### src/rtl/ff_pipe.sv
//------------------------------------------------------------------------------
// ff_pipe : WIDTH x DEPTH elastic register pipeline with valid/ready, bubble
//           collapsing, synchronous flush and occupancy count.
// Optional: `define FF_PIPE_PARITY_EN for per-stage even parity + parity_err.
// Revision: 1.0
//------------------------------------------------------------------------------
`timescale 1ns/1ps
`default_nettype none

module ff_pipe #(
  parameter  int WIDTH = 8,
  parameter  int DEPTH = 3,
  localparam int CNT_W = $clog2(DEPTH + 1)
) (
  input  logic             clk,
  input  logic             rst,
  input  logic             in_valid,
  output logic             in_ready,
  input  logic [WIDTH-1:0] in_data,
  output logic             out_valid,
  input  logic             out_ready,
  output logic [WIDTH-1:0] out_data,
  input  logic             flush,
  output logic [CNT_W-1:0] count
`ifdef FF_PIPE_PARITY_EN
  ,
  output logic             parity_err
`endif
);

  localparam int LAST = DEPTH - 1;

  logic [DEPTH-1:0]            valid_q, valid_d;
  logic [DEPTH-1:0][WIDTH-1:0] data_q, data_d;
  logic [CNT_W-1:0]            count_q, count_d;
  logic [DEPTH-1:0]            move;
  logic                        in_fire;
  logic                        out_fire;

`ifdef FF_PIPE_PARITY_EN
  logic [DEPTH-1:0] par_q, par_d;
  logic             perr_q, perr_d;
`endif

  // A stage may advance when it is empty or its successor advances, so
  // empty stages absorb data even while the output is stalled.
  always_comb begin
    logic m;
    move       = '0;
    m          = ~valid_q[LAST] | out_ready;
    move[LAST] = m;
    for (int i = LAST - 1; i >= 0; i--) begin
      m       = ~valid_q[i] | m;
      move[i] = m;
    end
  end

  assign in_ready  = move[0] & ~flush;
  assign in_fire   = in_valid & in_ready;
  assign out_valid = valid_q[LAST];
  assign out_data  = data_q[LAST];
  assign out_fire  = out_valid & out_ready;
  assign count     = count_q;

  // Data flops only load when a valid word arrives; flush clears valids only.
  always_comb begin
    valid_d = valid_q;
    data_d  = data_q;
`ifdef FF_PIPE_PARITY_EN
    par_d   = par_q;
`endif
    if (move[0]) begin
      valid_d[0] = in_fire;
      if (in_fire) begin
        data_d[0] = in_data;
`ifdef FF_PIPE_PARITY_EN
        par_d[0]  = ^in_data;
`endif
      end
    end
    for (int i = 1; i < DEPTH; i++) begin
      if (move[i]) begin
        valid_d[i] = valid_q[i-1];
        if (valid_q[i-1]) begin
          data_d[i] = data_q[i-1];
`ifdef FF_PIPE_PARITY_EN
          par_d[i]  = par_q[i-1];
`endif
        end
      end
    end
    if (flush) begin
      valid_d = '0;
    end
  end

  always_comb begin
    count_d = count_q;
    unique case ({in_fire, out_fire})
      2'b10:   count_d = count_q + CNT_W'(1);
      2'b01:   count_d = count_q - CNT_W'(1);
      default: count_d = count_q;
    endcase
    if (flush) begin
      count_d = '0;
    end
  end

`ifdef FF_PIPE_PARITY_EN
  // Sticky: only reset clears it, flush deliberately leaves it set.
  always_comb begin
    perr_d = perr_q;
    if (out_fire && ((^data_q[LAST]) != par_q[LAST])) begin
      perr_d = 1'b1;
    end
  end

  assign parity_err = perr_q;
`endif

  always_ff @(posedge clk or posedge rst) begin
    if (rst) begin
      valid_q <= '0;
      data_q  <= '0;
      count_q <= '0;
`ifdef FF_PIPE_PARITY_EN
      par_q   <= '0;
      perr_q  <= 1'b0;
`endif
    end else begin
      valid_q <= valid_d;
      data_q  <= data_d;
      count_q <= count_d;
`ifdef FF_PIPE_PARITY_EN
      par_q   <= par_d;
      perr_q  <= perr_d;
`endif
    end
  end

endmodule

`default_nettype wire

### config.mk
export PLATFORM = sky130hd
export DESIGN_NAME = ff_pipe
export DESIGN_NICKNAME = d
export VERILOG_FILES = /design/src/rtl/ff_pipe.sv
export SDC_FILE = /design/constraint.sdc
export NUM_CORES = 1
export LEC_CHECK = 0
export CELL_PAD_IN_SITES_DETAIL_PLACEMENT = 1
export CELL_PAD_IN_SITES_GLOBAL_PLACEMENT = 2
export CORE_MARGIN = 10
export CORE_UTILIZATION = 31
export DETAILED_ROUTE_END_ITERATION = 8
export PLACE_DENSITY_LB_ADDON = 0.3
export SYNTH_ARGS = -nofsm -noshare
export SYNTH_HDL_FRONTEND = slang
export SYNTH_SLANG_ARGS = --single-unit
### constraint.sdc
create_clock -name clk -period 1.2 [get_ports clk]
set_input_delay 0.12 -clock clk [delete_from_list [all_inputs] [get_ports clk]]
set_output_delay 0.12 -clock clk [all_outputs]
set_load 0.005 [all_outputs]
==> results.sh, run 1 <==
export IMPL_drv_cap=0
export IMPL_coreArea_um2=3970
export IMPL_wl_met2_mm=1.38
export IMPL_cp_max_fo=8
export IMPL_cp_endpoint="out_data[4]"
export IMPL_reg2regPathDepth=4
export IMPL_yosysWarnings=0
export IMPL_grt_max_degree=30
export IMPL_clock_sinks=29
export IMPL_drc=0
export IMPL_clock_skew_ps=3.61
export IMPL_dieHeight_um=84.0
export IMPL_wl_met1_mm=1.18
export IMPL_fmax_mhz=753
export IMPL_post_route_cells_drive_above_1_share=0.455
export IMPL_numPortBuffers=24
export IMPL_ys_seq_area_frac=0.571
export IMPL_rows=23
export IMPL_hold_viol=0
export IMPL_maxSlewHeadroom=0.810
export IMPL_antenna_found_initial=0
export IMPL_layout_min_cycle_time_ps=1330
export IMPL_path_cells="nor2b_4, buf_6, nand2b_4, mux2_4"
export IMPL_grt_pass1_vias=927
export IMPL_ys_flop_type="dfrtp_1"
export IMPL_wl_per_cell_um=16.3
export IMPL_synth_area_um2=1270
export IMPL_cp_start_kind="flip-flop"
export IMPL_vias_per_cell=4.54
export IMPL_holdWs_ps=185
export IMPL_dr_wl_met3_um=192
export IMPL_setup_slack_ps=-127
export IMPL_dp_hpwl_mm=1.78
export IMPL_synth_avg_cell_area_um2=14.6
export IMPL_synth_common_cells="dfrtp_1, mux2_2, buf_4, mux2_4, nor2_1"
export IMPL_outcome="finished with violations"
export IMPL_syn_inst=87
export IMPL_cp_end_kind="flip-flop"
export IMPL_wl_mm=2.81
export IMPL_ir_drop_uv=754
export IMPL_async_reset_ff_frac=1.00
export IMPL_rsz0062_at_grt="true"
export IMPL_required_ps=1360
export IMPL_yosys_cell_types_count=20
export IMPL_tritoncts="done"
export IMPL_reg2reg_slack_ps=-130
export IMPL_initial_core_util=0.320
export IMPL_cpMaxStageDelayCell="dfrtp_1"
export IMPL_finalSetupViolCount=27
export IMPL_place_gp_congestion=0.722
export IMPL_num_vias=785
export IMPL_post_route_period_util=1.11
export IMPL_cts_root_buffer="clkbuf_8"
export IMPL_dpl_worst_slack_ps=-476
export IMPL_worst_pin_slew_ps=284
export IMPL_yosysTopAreaCell="dfrtp_1"
export IMPL_yosys_cell_count_top_type="dfrtp_1"
export IMPL_grt_pass1_wl_mm=4.71
export IMPL_antenna_left=0
export IMPL_htree_levels=2
export IMPL_first_iter_violations=18
export IMPL_cp_arrival_ps=1490
export IMPL_track_usage=0.0852
export IMPL_die_area_um2=7060
export IMPL_ios=25
export IMPL_r2r_start="valid_q[2]"
export IMPL_dr_pass1_iters=2
export IMPL_r2r_end="out_data[4]"
export IMPL_critical_path_class="flip-flop to flip-flop"
export IMPL_leakage_nw=0.906
export IMPL_finalMaxSlewViolations=0
export IMPL_synth_area_top_cells="dfrtp_1, mux2_2, mux2_4"
export IMPL_synth_edf_count=0
export IMPL_power_density_nw_per_um2=1650
export IMPL_syn_num_nets=100
export IMPL_clk_pin_slew_ps=60
export IMPL_ys_ff_latch=29
export IMPL_slowest_delay_ps=370
export IMPL_finalNetCount=135
export IMPL_die_x_um=84.0
export IMPL_violations="setup timing"
export IMPL_synth_top_area_frac=0.571
export IMPL_postCtsHoldBufs=0
export IMPL_maxUsedRoutingLayer="met4"
export IMPL_area_growth_pct=44.9
export IMPL_min_path_type="input port to async pin"
export IMPL_antenna_cells=0
export IMPL_clk_latency_ps=280
export IMPL_gr_total_overflow=0
export IMPL_critPathLaunch="valid_q[2]"
export IMPL_clock_path_buffers=2
export IMPL_cts_buffers_inserted=5
[registers in the layout (all words and copies together) (netlist names)]
name      count
data_q       16
count         2
valid_q       3
out_data      8
[cells in the final DEF, fill, tap and decap left out, types with 3 or more instances in the layout]
master	n
dfrtp_1	29
nand2_4	3
clkdlybuf4s50_1	12
clkbuf_8	6
nor2_1	7
dlygate4sd2_1	11
mux2_4	24
buf_6	4
buf_4	7
[how the worst min path moves through the flow]
stage,endpoint,slack (ps)
floorplan,count[0],190
global placement,out_data[4],480
detailed placement,data_q[4],490
CTS,data_q[11],190
global route,data_q[4],210
finish,data_q[13],180
[power by group]
| part | total [W] | switching (W) | internal, W |
|---|---|---|---|
| Clock | 0.00104 | 0.000365 | 0.000676 |
| Sequential | 0.00132 | 0.000123 | 0.00120 |
| Combinational | 0.000679 | 0.000203 | 0.000476 |
[area by class of cell]
cell class / count / area (um2)
inverter: 1 / 3.75
tap: 50 / 62.6
sequential: 29 / 726
multi-input combinational: 49 / 593
fill: 404 / 2130
timing repair buffer: 36 / 339
clock inverter: 1 / 30.0
clock buffer: 7 / 86.3
[per-layer routing]
metal  track usage  vias to the layer above
met2         0.132                       22
met1        0.0935                      402
met5             0                        -
met4        0.0457                        0
li1              -                      354
met3        0.0410                        7
[worst max-delay path, delay by kind of cell, from the launching register on]
| family | cells | cell delay (ps) |
|---|---|---|
| buffers and inverters | 1 | 120 |
| flip-flops | 1 | 370 |
| multiplexers | 1 | 320 |
| AND/OR/NAND/NOR | 2 | 400 |
[timing repair]
item,in CTS,in global routing
endpoints found under the setup margin,37,28
pin swaps,6,3
setup buffers,4,0
resized for setup,35,4
gates cloned,1,0
[stage by stage]
stage	instances	total power (W)	cell area, um2	TNS (ps)	utilization
after floorplan	87	0.00180	1300	-860	-
after global placement	160	0.00200	1600	-9770	0.403
after detailed placement	160	0.00203	1600	-10580	0.403
after CTS	173	0.00308	1820	-2550	0.458
after global routing	173	0.00320	1840	-3690	0.463
final	173	0.00304	1840	-2570	0.463
[logic make-up after synthesis]
group,count (synthesis),synth area share
buf+inv,10,0.0591
mux,24,0.236
flops,29,0.571
xor+xnor,3,0.0207
compound gates,3,0.0148
simple gates,18,0.0975
No activity file was read; power rests on OpenSTA's default activity.
==> run 2, diff against run 1 <==
CORE_MARGIN = 2   (was 10)
==> run 2 against run 1 <==
Against the previous run: the flow still finishes with violations (setup timing); clock skew increased by 0.96 ps; hold slack improved by 2.2 ps; power hardly changed; clock power about the same; routed wire length shrank 13%; combinational power up 4.6%; largest cell class unchanged; largest power group unchanged.
==> results.sh, run 2 (same netlist as run 1, synthesis figures left out) <==
export IMPL_final_util=0.461
export IMPL_fmax_mhz=745
export IMPL_r2r_end="data_q[3]"
export IMPL_final_cell_mix="dfrtp_1, mux2_4, clkdlybuf4s50_1"
export IMPL_gr_total_overflow=0
export IMPL_tritoncts="done"
export IMPL_power_density_nw_per_um2=1660
export IMPL_die_area_um2=4620
export IMPL_wl_mm=2.45
export IMPL_dieHeight_um=68.0
export IMPL_largest_reg_flops=16
export IMPL_critical_path_class="flip-flop to flip-flop"
export IMPL_cp_endpoint="data_q[3]"
export IMPL_htree_levels=2
export IMPL_dp_hpwl_mm=1.54
export IMPL_regMostFlops="data_q"
export IMPL_ios=25
export IMPL_drv_cap=0
export IMPL_place_gp_congestion=0.698
export IMPL_post_route_cells_drive_above_1_share=0.448
export IMPL_grt_pass1_wl_mm=3.73
export IMPL_maxSlewHeadroom=0.778
export IMPL_track_usage=0.115
export IMPL_cp_end_kind="flip-flop"
export IMPL_cpMaxStageDelayCell="dfrtp_1"
export IMPL_clock_skew_ps=4.57
export IMPL_clk_pin_slew_ps=60
export IMPL_violations="setup timing"
export IMPL_hold_viol=0
export IMPL_grt_pass1_vias=770
export IMPL_cts_root_buffer="clkbuf_8"
export IMPL_cp_arrival_ps=1500
export IMPL_fillers=401
export IMPL_vias_per_cell=4.50
export IMPL_finalNetCount=137
export IMPL_layout_min_cycle_time_ps=1340
export IMPL_antenna_left=0
export IMPL_first_iter_violations=17
export IMPL_crit_top_cell="buf_6"
export IMPL_critPathLaunch="valid_q[2]"
export IMPL_rows=23
export IMPL_coreArea_um2=3970
export IMPL_min_path_type="input port to async pin"
export IMPL_clk_latency_ps=270
export IMPL_drc=0
export IMPL_r2r_start="valid_q[2]"
export IMPL_reg2reg_slack_ps=-140
export IMPL_num_vias=787
export IMPL_outcome="finished with violations"
export IMPL_initial_core_util=0.320
export IMPL_rsz0062_at_grt="true"
export IMPL_grt_max_degree=30
export IMPL_cp_start_kind="flip-flop"
export IMPL_clock_sinks=29
export IMPL_numPortBuffers=24
export IMPL_dpl_worst_slack_ps=-482
export IMPL_finalSetupViolCount=27
export IMPL_slowest_delay_ps=370
export IMPL_reg2regPathDepth=5
export IMPL_die_x_um=68.0
export IMPL_finalMaxSlewViolations=0
export IMPL_power_total_w=0.00304
export IMPL_path_cells="buf_6, nand4b_1, buf_6, nand2_2, mux2_4"
export IMPL_wl_per_cell_um=14.0
export IMPL_ir_drop_uv=482
export IMPL_cts_buffers_inserted=5
export IMPL_layout_commonest_cell="dfrtp_1"
export IMPL_area_growth_pct=44.2
export IMPL_antenna_found_initial=0
export IMPL_cp_max_fo=5
export IMPL_leakage_nw=0.902
export IMPL_post_route_period_util=1.12
export IMPL_setup_slack_ps=-143
export IMPL_antenna_cells=0
export IMPL_required_ps=1360
export IMPL_dr_pass1_iters=4
export IMPL_worst_pin_slew_ps=331
export IMPL_clock_path_buffers=2
run 2: cell types whose count changed in the layout (fill, tap and decap cells not counted), sizes merged:
cell,previous run,this run
buf,13,15
run 2: worst min path at each step:
stage / from / endpoint / slack [ps] / cells after the start
floorplan: flush / count[0] / 190 / 1
global placement: rst / out_data[1] / 470 / 3
CTS: rst / data_q[2] / 190 / 3
finish: rst / data_q[2] / 190 / 3
detailed placement: rst / data_q[2] / 490 / 3
global route: rst / data_q[2] / 190 / 3
run 2: critical path, delay by kind of cell (launching register included):
family / cells / cell delay [ps]
buffers and inverters: 2 / 270
and+or+nand+nor: 2 / 280
DFF: 1 / 370
muxes: 1 / 310
run 2: where the power goes:
part	leakage [nW]	switching [W]	internal, W
combinational	0.492	0.000199	0.000511
clock	0.0585	0.000350	0.000676
sequential	0.351	0.000112	0.00120
total	0.902	0.000660	0.00238
run 2: area by class of cell:
class,count,area (um2),area share
clock buffer,7,86.3,0.0471
inverter,1,3.75,0.00205
timing repair buffer,38,354,0.193
multi-input combinational,49,569,0.311
clock inverter,1,30.0,0.0164
tap,50,62.6,0.0342
sequential,29,726,0.396
run 2: repair_timing:
item                                    4_1_cts  5_1_grt
resized for setup                            30        4
pin swaps                                     3        3
endpoints found under the setup margin       38       28
cloned                                        0        1
hold endpoints to repair                      0        0
hold buffers                                  0        0
buffers inserted                              5        1
run 2: stage by stage:
| step | std cells | hold slack [ps] | setup TNS [ps] | instance area, um2 |
|---|---|---|---|---|
| after global routing | 175 | 194 | -3430 | 1830 |
| after detailed placement | 160 | 488 | -10360 | 1600 |
| after global placement | 160 | 470 | -9510 | 1600 |
| after CTS | 173 | 189 | -2550 | 1800 |
| final | 175 | 187 | -2280 | 1830 |
| after floorplan | 87 | 186 | -860 | 1300 |
run 2: routing by layer:
layer,share of wire,track usage,vias to the layer above,wire (um)
met5,0,0,-,0
met4,0.011,0.0450,0,27
met3,0.069,0.0543,4,168
met2,0.48,0.183,25,1170
met1,0.44,0.133,397,1080
li1,-,-,361,-
